<file path="config.mk">
export PLATFORM = sky130hd
export DESIGN_NAME = wb_lsu_master_flat
export DESIGN_NICKNAME = d
export VERILOG_FILES = /design/src/rtl/wb_lsu_pkg.sv /design/src/rtl/wb_bus_t.sv /design/src/rtl/lsu_lane_align.sv /design/src/rtl/wb_lsu_master.sv /design/src/flat_wrapper.sv
export SDC_FILE = /design/constraint.sdc
export NUM_CORES = 1
export LEC_CHECK = 0
export ABC_CLOCK_PERIOD_IN_PS = 9950
export CAP_MARGIN = 20
export CORE_MARGIN = 1
export CORE_UTILIZATION = 30
export DETAILED_ROUTE_END_ITERATION = 8
export SLEW_MARGIN = 25
export SYNTH_ARGS = -nofsm -noshare
export SYNTH_HDL_FRONTEND = slang
export SYNTH_SLANG_ARGS = --single-unit
</file>
<file path="constraint.sdc">
create_clock -name clk_i -period 9.95 [get_ports clk_i]
set_input_delay 1.4925 -clock clk_i [delete_from_list [all_inputs] [get_ports clk_i]]
set_output_delay 1.4925 -clock clk_i [all_outputs]
set_load 0.03 [all_outputs]
</file>
<file path="src/rtl/wb_lsu_pkg.sv">
// Shared types for the LSU Wishbone master: access sizes, FSM states, error bits.
package wb_lsu_pkg;

  typedef enum logic [1:0] {
    SIZE_B    = 2'b00,
    SIZE_H    = 2'b01,
    SIZE_W    = 2'b10,
    SIZE_RSVD = 2'b11
  } lsu_size_e;

  typedef enum logic [1:0] {
    IDLE = 2'b00,
    BUS  = 2'b01,
    RESP = 2'b10
  } lsu_state_e;

  // Response error vector is {timeout, bus_err, misaligned}.
  localparam logic [2:0] ERR_NONE     = 3'b000;
  localparam logic [2:0] ERR_MISALIGN = 3'b001;
  localparam logic [2:0] ERR_BUS      = 3'b010;
  localparam logic [2:0] ERR_TIMEOUT  = 3'b100;

  function automatic logic is_misaligned(input lsu_size_e size, input logic [1:0] addr_lo);
    logic mis;
    case (size)
      SIZE_B:  mis = 1'b0;
      SIZE_H:  mis = addr_lo[0];
      SIZE_W:  mis = (addr_lo != 2'b00);
      default: mis = 1'b1;
    endcase
    return mis;
  endfunction

endpackage

</file>
<file path="src/rtl/wb_bus_t.sv">
// Classic single-cycle Wishbone bus between the LSU master and the RAM wrapper slave.
interface wb_bus_t #(
  parameter int unsigned ADDR_W = 32
);
  logic              cyc;
  logic              stb;
  logic              we;
  logic [3:0]        sel;
  logic [ADDR_W-1:0] adr;
  logic [31:0]       dat_w;
  logic [31:0]       dat_r;
  logic              ack;
  logic              err;

  modport master (
    output cyc, stb, we, sel, adr, dat_w,
    input  dat_r, ack, err
  );

  modport slave (
    input  cyc, stb, we, sel, adr, dat_w,
    output dat_r, ack, err
  );
endinterface

</file>
<file path="src/rtl/lsu_lane_align.sv">
// Byte-lane steering: sel/write replication outbound, lane extract + sign/zero extend inbound.
// Latency: purely combinational, zero cycles.
// Backpressure: none; the owner decides when the results are sampled.
module lsu_lane_align
  import wb_lsu_pkg::*;
(
  input  logic [1:0]  wr_addr_lo,
  input  lsu_size_e   wr_size,
  input  logic [31:0] wr_data,
  output logic [3:0]  sel,
  output logic [31:0] wr_dat,
  input  logic [1:0]  rd_addr_lo,
  input  lsu_size_e   rd_size,
  input  logic        rd_unsigned,
  input  logic [31:0] rd_dat,
  output logic [31:0] rd_data
);

  logic [7:0]  rd_byte;
  logic [15:0] rd_half;

  // Narrow stores are replicated so any lane the slave samples holds the datum.
  always_comb begin
    sel    = 4'b1111;
    wr_dat = wr_data;
    case (wr_size)
      SIZE_B: begin
        sel    = 4'b0001 << wr_addr_lo;
        wr_dat = {4{wr_data[7:0]}};
      end
      SIZE_H: begin
        sel    = 4'b0011 << wr_addr_lo;
        wr_dat = {2{wr_data[15:0]}};
      end
      default: ;
    endcase
  end

  assign rd_byte = rd_dat[{rd_addr_lo, 3'b000} +: 8];
  assign rd_half = rd_dat[{rd_addr_lo[1], 4'b0000} +: 16];

  always_comb begin
    rd_data = rd_dat;
    case (rd_size)
      SIZE_B:  rd_data = {{24{~rd_unsigned & rd_byte[7]}}, rd_byte};
      SIZE_H:  rd_data = {{16{~rd_unsigned & rd_half[15]}}, rd_half};
      default: ;
    endcase
  end

endmodule

</file>
<file path="src/rtl/wb_lsu_master.sv">
// LSU-to-Wishbone adapter: one classic single cycle per request, errors reported in the response.
// Latency: zero-wait slave gives cyc at T+1 and rsp_valid at T+2; misaligned responds at T+1.
// Backpressure: req_ready low in BUS/RESP; response held stable until rsp_ready.
module wb_lsu_master
  import wb_lsu_pkg::*;
#(
  parameter int unsigned TIMEOUT = 255,
  parameter int unsigned ADDR_W  = 32
) (
  input  logic              clk_i,
  input  logic              rst_i,
  input  logic              req_valid_i,
  output logic              req_ready_o,
  input  logic [ADDR_W-1:0] req_addr_i,
  input  logic              req_we_i,
  input  logic [1:0]        req_size_i,
  input  logic              req_unsigned_i,
  input  logic [31:0]       req_wdata_i,
  output logic              rsp_valid_o,
  input  logic              rsp_ready_i,
  output logic [31:0]       rsp_rdata_o,
  output logic [2:0]        rsp_err_o,
  wb_bus_t.master           wb_bus
);

  localparam int unsigned      CNT_W   = (TIMEOUT > 1) ? $clog2(TIMEOUT) : 1;
  localparam logic [CNT_W-1:0] TO_LAST = CNT_W'(TIMEOUT - 1);

  lsu_state_e        state_q, state_d;
  lsu_size_e         req_size;
  lsu_size_e         size_q;
  logic [1:0]        addr_lo_q;
  logic              uns_q;
  logic              cyc_q;
  logic              we_q;
  logic [3:0]        sel_q;
  logic [ADDR_W-1:0] adr_q;
  logic [31:0]       dat_q;
  logic [31:0]       rdata_q;
  logic [2:0]        err_q;
  logic [CNT_W-1:0]  cnt_q;
  logic [3:0]        lane_sel;
  logic [31:0]       lane_wdat;
  logic [31:0]       lane_rdat;
  logic              accept;
  logic              misaligned;
  logic              timeout_hit;

  assign req_size    = lsu_size_e'(req_size_i);
  assign misaligned  = is_misaligned(req_size, req_addr_i[1:0]);
  assign accept      = req_valid_i & req_ready_o;
  assign timeout_hit = (TIMEOUT != 0) && (cnt_q == TO_LAST);

  lsu_lane_align u_lane (
    .wr_addr_lo  (req_addr_i[1:0]),
    .wr_size     (req_size),
    .wr_data     (req_wdata_i),
    .sel         (lane_sel),
    .wr_dat      (lane_wdat),
    .rd_addr_lo  (addr_lo_q),
    .rd_size     (size_q),
    .rd_unsigned (uns_q),
    .rd_dat      (wb_bus.dat_r),
    .rd_data     (lane_rdat)
  );

  always_ff @(posedge clk_i or posedge rst_i) begin
    if (rst_i) begin
      state_q <= IDLE;
    end else begin
      state_q <= state_d;
    end
  end

  always_comb begin
    state_d     = state_q;
    req_ready_o = 1'b0;
    rsp_valid_o = 1'b0;
    case (state_q)
      IDLE: begin
        req_ready_o = 1'b1;
        if (req_valid_i) begin
          state_d = misaligned ? RESP : BUS;
        end
      end
      BUS: begin
        if (wb_bus.err || wb_bus.ack || timeout_hit) begin
          state_d = RESP;
        end
      end
      RESP: begin
        rsp_valid_o = 1'b1;
        if (rsp_ready_i) begin
          state_d = IDLE;
        end
      end
      default: state_d = IDLE;
    endcase
  end

  // Bus fields only load for aligned requests, so a misaligned access never disturbs the bus.
  always_ff @(posedge clk_i or posedge rst_i) begin
    if (rst_i) begin
      size_q    <= SIZE_B;
      addr_lo_q <= 2'b00;
      uns_q     <= 1'b0;
      cyc_q     <= 1'b0;
      we_q      <= 1'b0;
      sel_q     <= 4'b0000;
      adr_q     <= '0;
      dat_q     <= '0;
      rdata_q   <= '0;
      err_q     <= ERR_NONE;
      cnt_q     <= '0;
    end else if (accept) begin
      size_q    <= req_size;
      addr_lo_q <= req_addr_i[1:0];
      uns_q     <= req_unsigned_i;
      cnt_q     <= '0;
      if (misaligned) begin
        rdata_q <= '0;
        err_q   <= ERR_MISALIGN;
      end else begin
        cyc_q <= 1'b1;
        we_q  <= req_we_i;
        sel_q <= lane_sel;
        adr_q <= {req_addr_i[ADDR_W-1:2], 2'b00};
        dat_q <= lane_wdat;
      end
    end else if (state_q == BUS) begin
      cnt_q <= cnt_q + 1'b1;
      // err outranks ack; a late ack on the last counted cycle still beats the timeout.
      if (wb_bus.err) begin
        cyc_q   <= 1'b0;
        rdata_q <= '0;
        err_q   <= ERR_BUS;
      end else if (wb_bus.ack) begin
        cyc_q   <= 1'b0;
        rdata_q <= we_q ? 32'h0 : lane_rdat;
        err_q   <= ERR_NONE;
      end else if (timeout_hit) begin
        cyc_q   <= 1'b0;
        rdata_q <= '0;
        err_q   <= ERR_TIMEOUT;
      end
    end
  end

  assign wb_bus.cyc   = cyc_q;
  assign wb_bus.stb   = cyc_q;
  assign wb_bus.we    = we_q;
  assign wb_bus.sel   = sel_q;
  assign wb_bus.adr   = adr_q;
  assign wb_bus.dat_w = dat_q;

  assign rsp_rdata_o = rdata_q;
  assign rsp_err_o   = err_q;

endmodule

</file>
<file path="src/flat_wrapper.sv">
// flat-port wrapper written by rule: the top's interface ports become plain ports
module wb_lsu_master_flat import wb_lsu_pkg::*;
#(
  parameter int unsigned TIMEOUT = 255,
  parameter int unsigned ADDR_W  = 32
)
  (clk_i, rst_i, req_valid_i, req_ready_o, req_addr_i, req_we_i, req_size_i, req_unsigned_i, req_wdata_i, rsp_valid_o, rsp_ready_i, rsp_rdata_o, rsp_err_o, wb_bus_cyc, wb_bus_stb, wb_bus_we, wb_bus_sel, wb_bus_adr, wb_bus_dat_w, wb_bus_dat_r, wb_bus_ack, wb_bus_err);
  wb_bus_t #(.ADDR_W(ADDR_W)) wb_bus_i ();
  input  logic clk_i;
  input  logic rst_i;
  input  logic req_valid_i;
  output logic req_ready_o;
  input  logic [ADDR_W-1:0] req_addr_i;
  input  logic req_we_i;
  input  logic [1:0] req_size_i;
  input  logic req_unsigned_i;
  input  logic [31:0] req_wdata_i;
  output logic rsp_valid_o;
  input  logic rsp_ready_i;
  output logic [31:0] rsp_rdata_o;
  output logic [2:0] rsp_err_o;
  output wire logic [$bits(wb_bus_i.cyc)-1:0] wb_bus_cyc;
  output wire logic [$bits(wb_bus_i.stb)-1:0] wb_bus_stb;
  output wire logic [$bits(wb_bus_i.we)-1:0] wb_bus_we;
  output wire logic [$bits(wb_bus_i.sel)-1:0] wb_bus_sel;
  output wire logic [$bits(wb_bus_i.adr)-1:0] wb_bus_adr;
  output wire logic [$bits(wb_bus_i.dat_w)-1:0] wb_bus_dat_w;
  input wire logic [$bits(wb_bus_i.dat_r)-1:0] wb_bus_dat_r;
  input wire logic [$bits(wb_bus_i.ack)-1:0] wb_bus_ack;
  input wire logic [$bits(wb_bus_i.err)-1:0] wb_bus_err;
  assign wb_bus_cyc = wb_bus_i.cyc;
  assign wb_bus_stb = wb_bus_i.stb;
  assign wb_bus_we = wb_bus_i.we;
  assign wb_bus_sel = wb_bus_i.sel;
  assign wb_bus_adr = wb_bus_i.adr;
  assign wb_bus_dat_w = wb_bus_i.dat_w;
  assign wb_bus_i.dat_r = wb_bus_dat_r;
  assign wb_bus_i.ack = wb_bus_ack;
  assign wb_bus_i.err = wb_bus_err;
  wb_lsu_master #(.TIMEOUT(TIMEOUT), .ADDR_W(ADDR_W)) u_core (.clk_i(clk_i), .rst_i(rst_i), .req_valid_i(req_valid_i), .req_ready_o(req_ready_o), .req_addr_i(req_addr_i), .req_we_i(req_we_i), .req_size_i(req_size_i), .req_unsigned_i(req_unsigned_i), .req_wdata_i(req_wdata_i), .rsp_valid_o(rsp_valid_o), .rsp_ready_i(rsp_ready_i), .rsp_rdata_o(rsp_rdata_o), .rsp_err_o(rsp_err_o), .wb_bus(wb_bus_i));
endmodule
</file>
* Yosys cells after proc, flatten, opt, wreduce, memory -nomap -nowiden
Index checks and enable logic that the tools add are counted.
Operators by class: $add $sub $neg 1, multiply operators 0, div/mod/pow operators 0, order comparisons 0, equality and inequality tests 11, shifts and indexed selects 4, muxes and demuxes 32, bitwise gates (word level) 5, reductions and logical operators 12
Operators with widths (number):
- $mux W32 | 7
- $pmux W32 S2 | 2
- $shiftx A32 B6 Y16 | 1
- $shiftx A32 B6 Y8 | 1
- $mux W3 | 6
- $mux W8 | 2
- $reduce_and A3 Y1 | 3
- $add A8 B1 Y8 const B | 1
- $eq A8 B8 Y1 const B | 1
- $mux W1 | 8
- $mux W2 | 4
- $ne A2 B2 Y1 const B | 4
- $pmux W4 S2 | 1
- $eq A2 B1 Y1 const B | 3
- $logic_not A2 Y1 | 3
- $pmux W2 S3 | 1
- $eq A2 B2 Y1 const B | 2
- $reduce_bool A2 Y1 | 2
- $reduce_bool A4 Y1 | 1
- $shl A1 B2 Y4 const A | 1
- $shl A2 B2 Y4 const A | 1
- $and A1 B1 Y1 | 3
- $pmux W1 S3 | 1
- $logic_or A1 B1 Y1 | 2
- 3 further kinds | 4
Storage, ports and cells: register bits 118, latch bits 0, RAM bits 0, ROM bits 0, bits of input ports 106, output and inout port bits 108, memories 0

* Longest topological paths before layout
Gate-level depths: netlist (run 1).
word-level depth 8, mapped depth 7, depth with buffers taken out 6

* Hierarchy
Synthesis (run 1) repeated with hierarchy kept, for this count alone.
Unflattened totals: cells, all modules 558, area total of the unflattened synthesis 6118.4 sq um
By module, submodules not included:
- wb_lsu_master | instances 1, cells each 375, area each 4954.8 sq um, seq. area each 2952.8 sq um
- lsu_lane_align | instances 1, cells each 183, area each 1163.6 sq um, seq. area each 0.0 sq um

* Worst setup path before layout (run 1)
No wires, ideal clock.
path kind input to register, from input port req_size_i[1], to register u_core.rdata_q[16], in the netlist u_core.rsp_rdata_o[16], setup time 0.126 ns, arrival 2.706 ns, data required time 9.824 ns, path slack 7.118 ns, stages 7, buffers on the path 3, path through clkbuf_1 a21oi_1 o21ai_0 buf_2 nand3_4 buf_6 a221o_1
On the way: longest elaborated chain between the ends 4
Ends and longest elaborated chain:
- from (decl) | RTL line flat_wrapper.sv:15 | input logic [1:0] req_size_i;
- $eq A2 B2 Y1 (tied with other cells) | RTL line wb_lsu_pkg.sv:25 | case (size)
- $pmux W1 S3 (*) | RTL line wb_lsu_pkg.sv:25
- $ne A2 B2 Y1 (no line) (*)
- $reduce_and A3 Y1 (no line) (*)
- to (signal assigned) | RTL line wb_lsu_master.sv:139 | rdata_q <= we_q ? 32'h0 : lane_rdat;
- to (decl) | RTL line wb_lsu_master.sv:39 | logic [31:0] rdata_q;
Every way passes the cells marked *; elsewhere a longest branch is shown, timed or not. A chain may end at the register's enable or synchronous reset.

* Worst setup path after layout (run 1)
from input port req_size_i[0], to register u_core.rdata_q[22], in the netlist u_core.rsp_rdata_o[22]
Same word-level chain as after synthesis.

==> flow_metrics.tcl, run 1 <==
set metrics [dict create \
    numCtsBuffers 17 \
    fmax_ghz 0.2215 \
    numClockSinks 118 \
    setup_violations 0 \
    cts_hold_buffers 0 \
    cts_resized 0 \
    synth_top_cells_by_area "dfrtp_1, mux2_2, mux2i_1" \
    hold_path_class "register to register" \
    critPathMaxFanout 92 \
    r2r-end "u_core.rsp_rdata_o[22]" \
    wl_per_cell_um 17.08 \
    core-area_um2 17960 \
    power_frac_seq_pct 32.3 \
    p_switching_mw 0.9700 \
    period_needed_ns 4.515 \
    vdd_drop_max_mv 0.1633 \
    port_buffers 211 \
    p_clk_share_pct 22.9 \
    synth-edff-count 0 \
    synthAdderAreaFrac_pct 0.4544 \
    place_congestion 0.7957 \
    crit_path_end_kind "register" \
    fin_skew_ns 0.006501 \
    yosysTopAreaCellShare_pct 53.62 \
    grt_pass1_wl_mm 24.92 \
    ys.warnings.count 0 \
    netSwitchingFraction_pct 39.40 \
    fin_cells 926 \
    grt_max_degree 93 \
    yosysSeqAreaShare_pct 53.62 \
    power-per-cell-area_nw_per_um2 296.4 \
    finalHoldViolations 0 \
    criticalPathCategory "input port to register" \
    cts_tree "yes" \
    n_antenna_cell 0 \
    synth_compound_area_share_pct 15.18 \
    worst_slew_pin_slew_ns 0.9655 \
    synth.largest_area_cell "dfrtp_1" \
    root_buffer "clkbuf_16" \
    synth_seq_cells 118 \
    hpwl_mm 11.33 \
    ys_top_cells_by_count "dfrtp_1, nand2_1, o21ai_0" \
    yosysMostFrequentCell "dfrtp_1" \
    start_util_pct 30.65 \
    hold_end "u_core.wb_bus.dat_w[22]" \
    antenna_found_initial 0 \
    maxSlewHeadroom_pct 35.64 \
    die_y_um 137.5 \
    slew_violations 0 \
    grt_usage_pct 17.41 \
    power_frac_comb_pct 44.8 \
    synthCells 487 \
    post_cts_buffers 0 \
    start_kind "input port" \
    r2r_start "u_core.state_q[1]" \
    cp.required_ns 10.23 \
    nets 792 \
    vias 4634 \
    post-route-drc-count 0 \
    synth-async-reset-ratio_pct 100.0 \
    ant_nets 0 \
    avgSynthCellArea_um2 11.31 \
    grtUsageMet2_pct 27.81 \
    die-area_um2 18900 \
    ys_types 49 \
    busiest_layer "met2" \
    p_int_mw 1.492 \
    finalCritPeriodShare_pct 45.38 \
    synth_top_family_by_area "multiplexers" \
    path_clk_slew_ns 0.05 \
    tns_ns 0 \
    crit_path_start "req_size_i[0]" \
    leakage_nw 3.578 \
    vias_per_cell 5.004 \
    hold-path-cell-count 2 \
    grt_overflow 0 \
    muxShareOfSynthArea_pct 15.36 \
    drtIter0Drc 293 \
    dr.pass1.iters 8 \
    final-seq-area_um2 2953 \
    dpl.cell_count 894 \
    dominantRegCellSynth "dfrtp_1" \
    grt_setup_unrepaired "false" \
    synth_xor_area_share_pct 0.7953 \
    wl_mm 15.81 \
    insertion_delay_ns 0.41 \
    multiInputGateArea_um2 2345 \
    h-tree-depth 4 \
    die_w_um 137.5 \
    areaGrowthSynthToFinish_pct 50.85 \
    max_cap_violations 0 \
    n_fill_cell 1635 \
    min_from "u_core.wb_bus.dat_w[22]" \
    row_count 49 \
    outcome "completed" \
    r2r_cells 6 \
    ios 214 \
    use_met3_pct 6.880 \
    drive_above_1_share_pct 11.91 \
    reg2reg_slack_ns 7.13 \
    arrival_ns 4.80 \
    grtUsageMet1_pct 21.33 \
    synthesis.area_um2 5507 \
    synthSimpleGateAreaFrac_pct 10.41 \
    clk_path_buf_depth 2 \
    grt_pass1_vias 4807 \
]
## kinds of logic after synthesis
family,count (synthesis)
muxes,78
AOI/OAI and AO/OA,118
buffers and inverters,47
xor gates and xnor gates,5
adders and majority gates,2
and+or+nand+nor,118
other,1
DFF,118
## stage by stage
stage | instance area (um^2) | utilization, % | setup WS (ns) | power [mW] | hold slack [ns]
after floorplan | 5510 | - | 5.328 | 1.440 | 0.4600
after global placement | 7760 | 43.20 | 5.065 | 1.891 | 0.4652
after detailed placement | 7762 | 43.21 | 5.021 | 1.909 | 0.4699
after CTS | 8307 | 46.24 | 5.443 | 2.492 | 0.4830
after global routing | 8307 | 46.24 | 5.211 | 2.605 | 0.5148
final | 8307 | 46.24 | 5.435 | 2.462 | 0.4812
## state kept, by name, summed over array words and instances (netlist names), 3 cells and up
register,cells
u_core.rsp_err_o,3
u_core.wb_bus.dat_w,32
u_core.rsp_rdata_o,32
u_core.cnt_q,8
u_core.wb_bus.adr,30
u_core.wb_bus.sel,4
## cell type report
class	count	area share, %
multi-input cells	323	28.23
inverters	9	0.4368
repair buffers	215	25.79
flip-flops and latches	118	35.55
clock inverters	10	0.9640
clock buffers	22	5.588
well taps	229	3.449
## worst max path at each step
stage	endpoint	slack [ns]	cells after the start
final	u_core.rsp_rdata_o[22]	5.44	6
after global routing	u_core.rsp_rdata_o[20]	5.21	6
after CTS	u_core.rsp_rdata_o[22]	5.44	6
after detailed placement	u_core.rsp_rdata_o[22]	5.02	6
after global placement	u_core.rsp_rdata_o[21]	5.06	6
after floorplan	u_core.addr_lo_q[0]	5.33	1
## worst max-delay path: stages
cell             delay (ns)
clkdlybuf4s50_1        1.00
a21oi_1                0.22
o21ai_4                0.18
buf_4                  0.73
nand3_4                0.58
a221o_1                0.51
## cells in the final DEF, fill, tap and decap left out, types with 4 or more instances in the layout
cell               n
mux2i_1           35
nand3_1            4
and3_1             4
nand2b_1          11
a21oi_1           14
mux2_2            42
clkbuf_16         17
inv_1              8
nand2_1           54
a221o_1           16
nand4_1            4
o211ai_1           4
dfrtp_1          118
xor2_1             4
o2bb2ai_1          6
a22o_1             5
nor2_1            24
nor2b_1            5
o21ai_0           44
a32o_1             6
clkinv_2           7
clkdlybuf4s50_1  211
buf_4              4
## power groups by stage
stage	Clock [mW]	Sequential (mW)	Combinational [mW]
floorplan	0	1.07	0.373
global route	0.606	0.822	1.18
detailed placement	0	0.800	1.11
finish	0.564	0.796	1.10
CTS	0.582	0.796	1.11
global placement	0	0.793	1.10
## layer usage
metal  up-vias  part of all wire (%)
li1       2152                     -
met1      2262                    43
met2       208                    46
met3        12                    10
met4         0                  0.89
met5         -                     0
(Power assumes the default switching activity.)
==> inputs of run 2 (changes only) <==
--- a/config.mk
+++ b/config.mk
@@ -5,7 +5,7 @@
 export SDC_FILE = /design/constraint.sdc
 export NUM_CORES = 1
 export LEC_CHECK = 0
-export ABC_CLOCK_PERIOD_IN_PS = 9950
+export ABC_CLOCK_PERIOD_IN_PS = 4300
 export CAP_MARGIN = 20
 export CORE_MARGIN = 1
 export CORE_UTILIZATION = 30
==> constraint.sdc (replaced) <==
create_clock -name clk_i -period 4.3 [get_ports clk_i]
set_input_delay 0.645 -clock clk_i [delete_from_list [all_inputs] [get_ports clk_i]]
set_output_delay 0.645 -clock clk_i [all_outputs]
set_load 0.03 [all_outputs]
==> run 2 against run 1 <==
Non-clock buffer count increased by 4. Global-route usage down 0.45 points. Register-to-register slack got worse by 5.1 ns. Sequential power is 130% higher.
==> flow_metrics.tcl, run 2 (synthesis gave the netlist of run 1 again) <==
set metrics [dict create \
    ant_nets 0 \
    fmax_ghz 0.3812 \
    p_clk_share_pct 27.0 \
    maxSlewHeadroom_pct 33.38 \
    row_count 49 \
    cts_hold_buffers 0 \
    criticalPathCategory "input port to register" \
    highest_layer "met4" \
    place_congestion 0.8296 \
    hold-path-cell-count 2 \
    r2r_cells 3 \
    power_frac_seq_pct 30.5 \
    fin_cells 930 \
    ios 214 \
    setup_violations 0 \
    post-route-drc-count 0 \
    vias 4650 \
    path_clk_slew_ns 0.05 \
    post_cts_buffers 0 \
    period_needed_ns 2.623 \
    drive_above_1_share_pct 12.27 \
    start_kind "input port" \
    die_w_um 137.5 \
    core-area_um2 17960 \
    final_common_cell "clkdlybuf4s50_1" \
    cp.required_ns 4.59 \
    p_int_mw 3.770 \
    dr_wl_met2_mm 7.154 \
    r2r-end "u_core.rsp_rdata_o[17]" \
    nets 796 \
    finalHoldViolations 0 \
    wl_per_cell_um 16.82 \
    outcome "completed" \
    grt_usage_pct 16.96 \
    critPathMaxFanout 34 \
    post-route-util_pct 47.11 \
    wl_met1_mm 6.929 \
    areaGrowthSynthToFinish_pct 53.69 \
    vdd_drop_max_mv 0.3666 \
    start_util_pct 30.65 \
    netSwitchingFraction_pct 37.29 \
    h-tree-depth 4 \
    wl_met3_mm 1.312 \
    mostFrequentLayoutCells "clkdlybuf4s50_1, dfrtp_1, nand2_1, o21ai_0, mux2_2" \
    max_cap_violations 0 \
    worst_slew_pin_slew_ns 0.9957 \
    hpwl_mm 11.37 \
    grt_setup_unrepaired "false" \
    numClockSinks 118 \
    fin_skew_ns 0.006098 \
    insertion_delay_ns 0.41 \
    slew_violations 0 \
    leakage_nw 3.659 \
    reg2reg_slack_ns 2.01 \
    die-area_um2 18900 \
    port_buffers 211 \
    r2r_start "u_core.size_q[1]" \
    vias_per_cell 5.000 \
    power-per-cell-area_nw_per_um2 710.5 \
    grt_pass1_vias 4751 \
    grt_max_degree 69 \
    p_switching_mw 2.242 \
    grt_pass1_wl_mm 24.47 \
    wl_mm 15.64 \
    cts_tree "yes" \
    hold_end "u_core.wb_bus.dat_w[17]" \
    cts_resized 0 \
    grt_overflow 0 \
    n_antenna_cell 0 \
    finalCritPeriodShare_pct 61.00 \
    clk_path_buf_depth 2 \
    antenna_found_initial 0 \
    dr.pass1.iters 4 \
    crit_path_end_kind "register" \
    numCtsBuffers 17 \
    dpl.cell_count 898 \
    tns_ns 0 \
    power_frac_comb_pct 42.5 \
    min_from "u_core.wb_bus.dat_w[17]" \
    drtIter0Drc 201 \
    hold_path_class "register to register" \
    die_y_um 137.5 \
    arrival_ns 2.91 \
    root_buffer "clkbuf_16" \
    timing.hold.ws_ns 0.4794 \
]
[run 2: power groups by stage]
stage	registers (mW)	logic, mW	clock network, mW
after floorplan	2.47	0.862	0
after global placement	1.83	2.55	0
after detailed placement	1.84	2.57	0
after CTS	1.84	2.58	1.66
after global routing	1.89	2.72	1.71
final	1.83	2.55	1.63
[run 2: worst max path at each step]
stage,startpoint,end,slack [ns],cells past startpoint
after floorplan,rst_i,u_core.addr_lo_q[0],0.53,1
after global placement,req_size_i[0],u_core.rsp_rdata_o[19],1.27,7
after detailed placement,req_size_i[0],u_core.rsp_rdata_o[17],1.22,7
after CTS,req_size_i[0],u_core.rsp_rdata_o[17],1.66,7
after global routing,req_size_i[0],u_core.rsp_rdata_o[29],1.53,7
final,req_size_i[0],u_core.rsp_rdata_o[29],1.68,7
[run 2: per-layer routing]
| layer | GRT usage (%) | vias to the layer above |
|---|---|---|
| met5 | 0 | - |
| met4 | 6.288 | 0 |
| met3 | 6.144 | 18 |
| met2 | 26.33 | 191 |
| met1 | 21.50 | 2271 |
| li1 | - | 2170 |
[run 2: final cells by class]
type,count,area [um^2]
multi-input combinational,323,2342
fill,1640,9500
inverter,9,36.28
clock inverter,9,195.2
tap,229,286.5
timing repair buffer,219,2172
clock buffer,23,478.0
sequential,118,2953
[run 2: critical path: stages]
cell and delay [ns]:
clkdlybuf4s50_1 0.47, buf_4 0.26, a21oi_1 0.15, o21ai_4 0.19, buf_4 0.33, nand3_4 0.38
a221o_1 0.47
[run 2: stage by stage]
stage                     setup slack (ns)  instance area (um^2)  total power, mW
after floorplan                     0.5259                  5510            3.331
after global placement               1.271                  7790            4.377
after detailed placement             1.223                  7790            4.412
after CTS                            1.656                  8463            6.072
after global routing                 1.533                  8463            6.329
final                                1.677                  8463            6.013
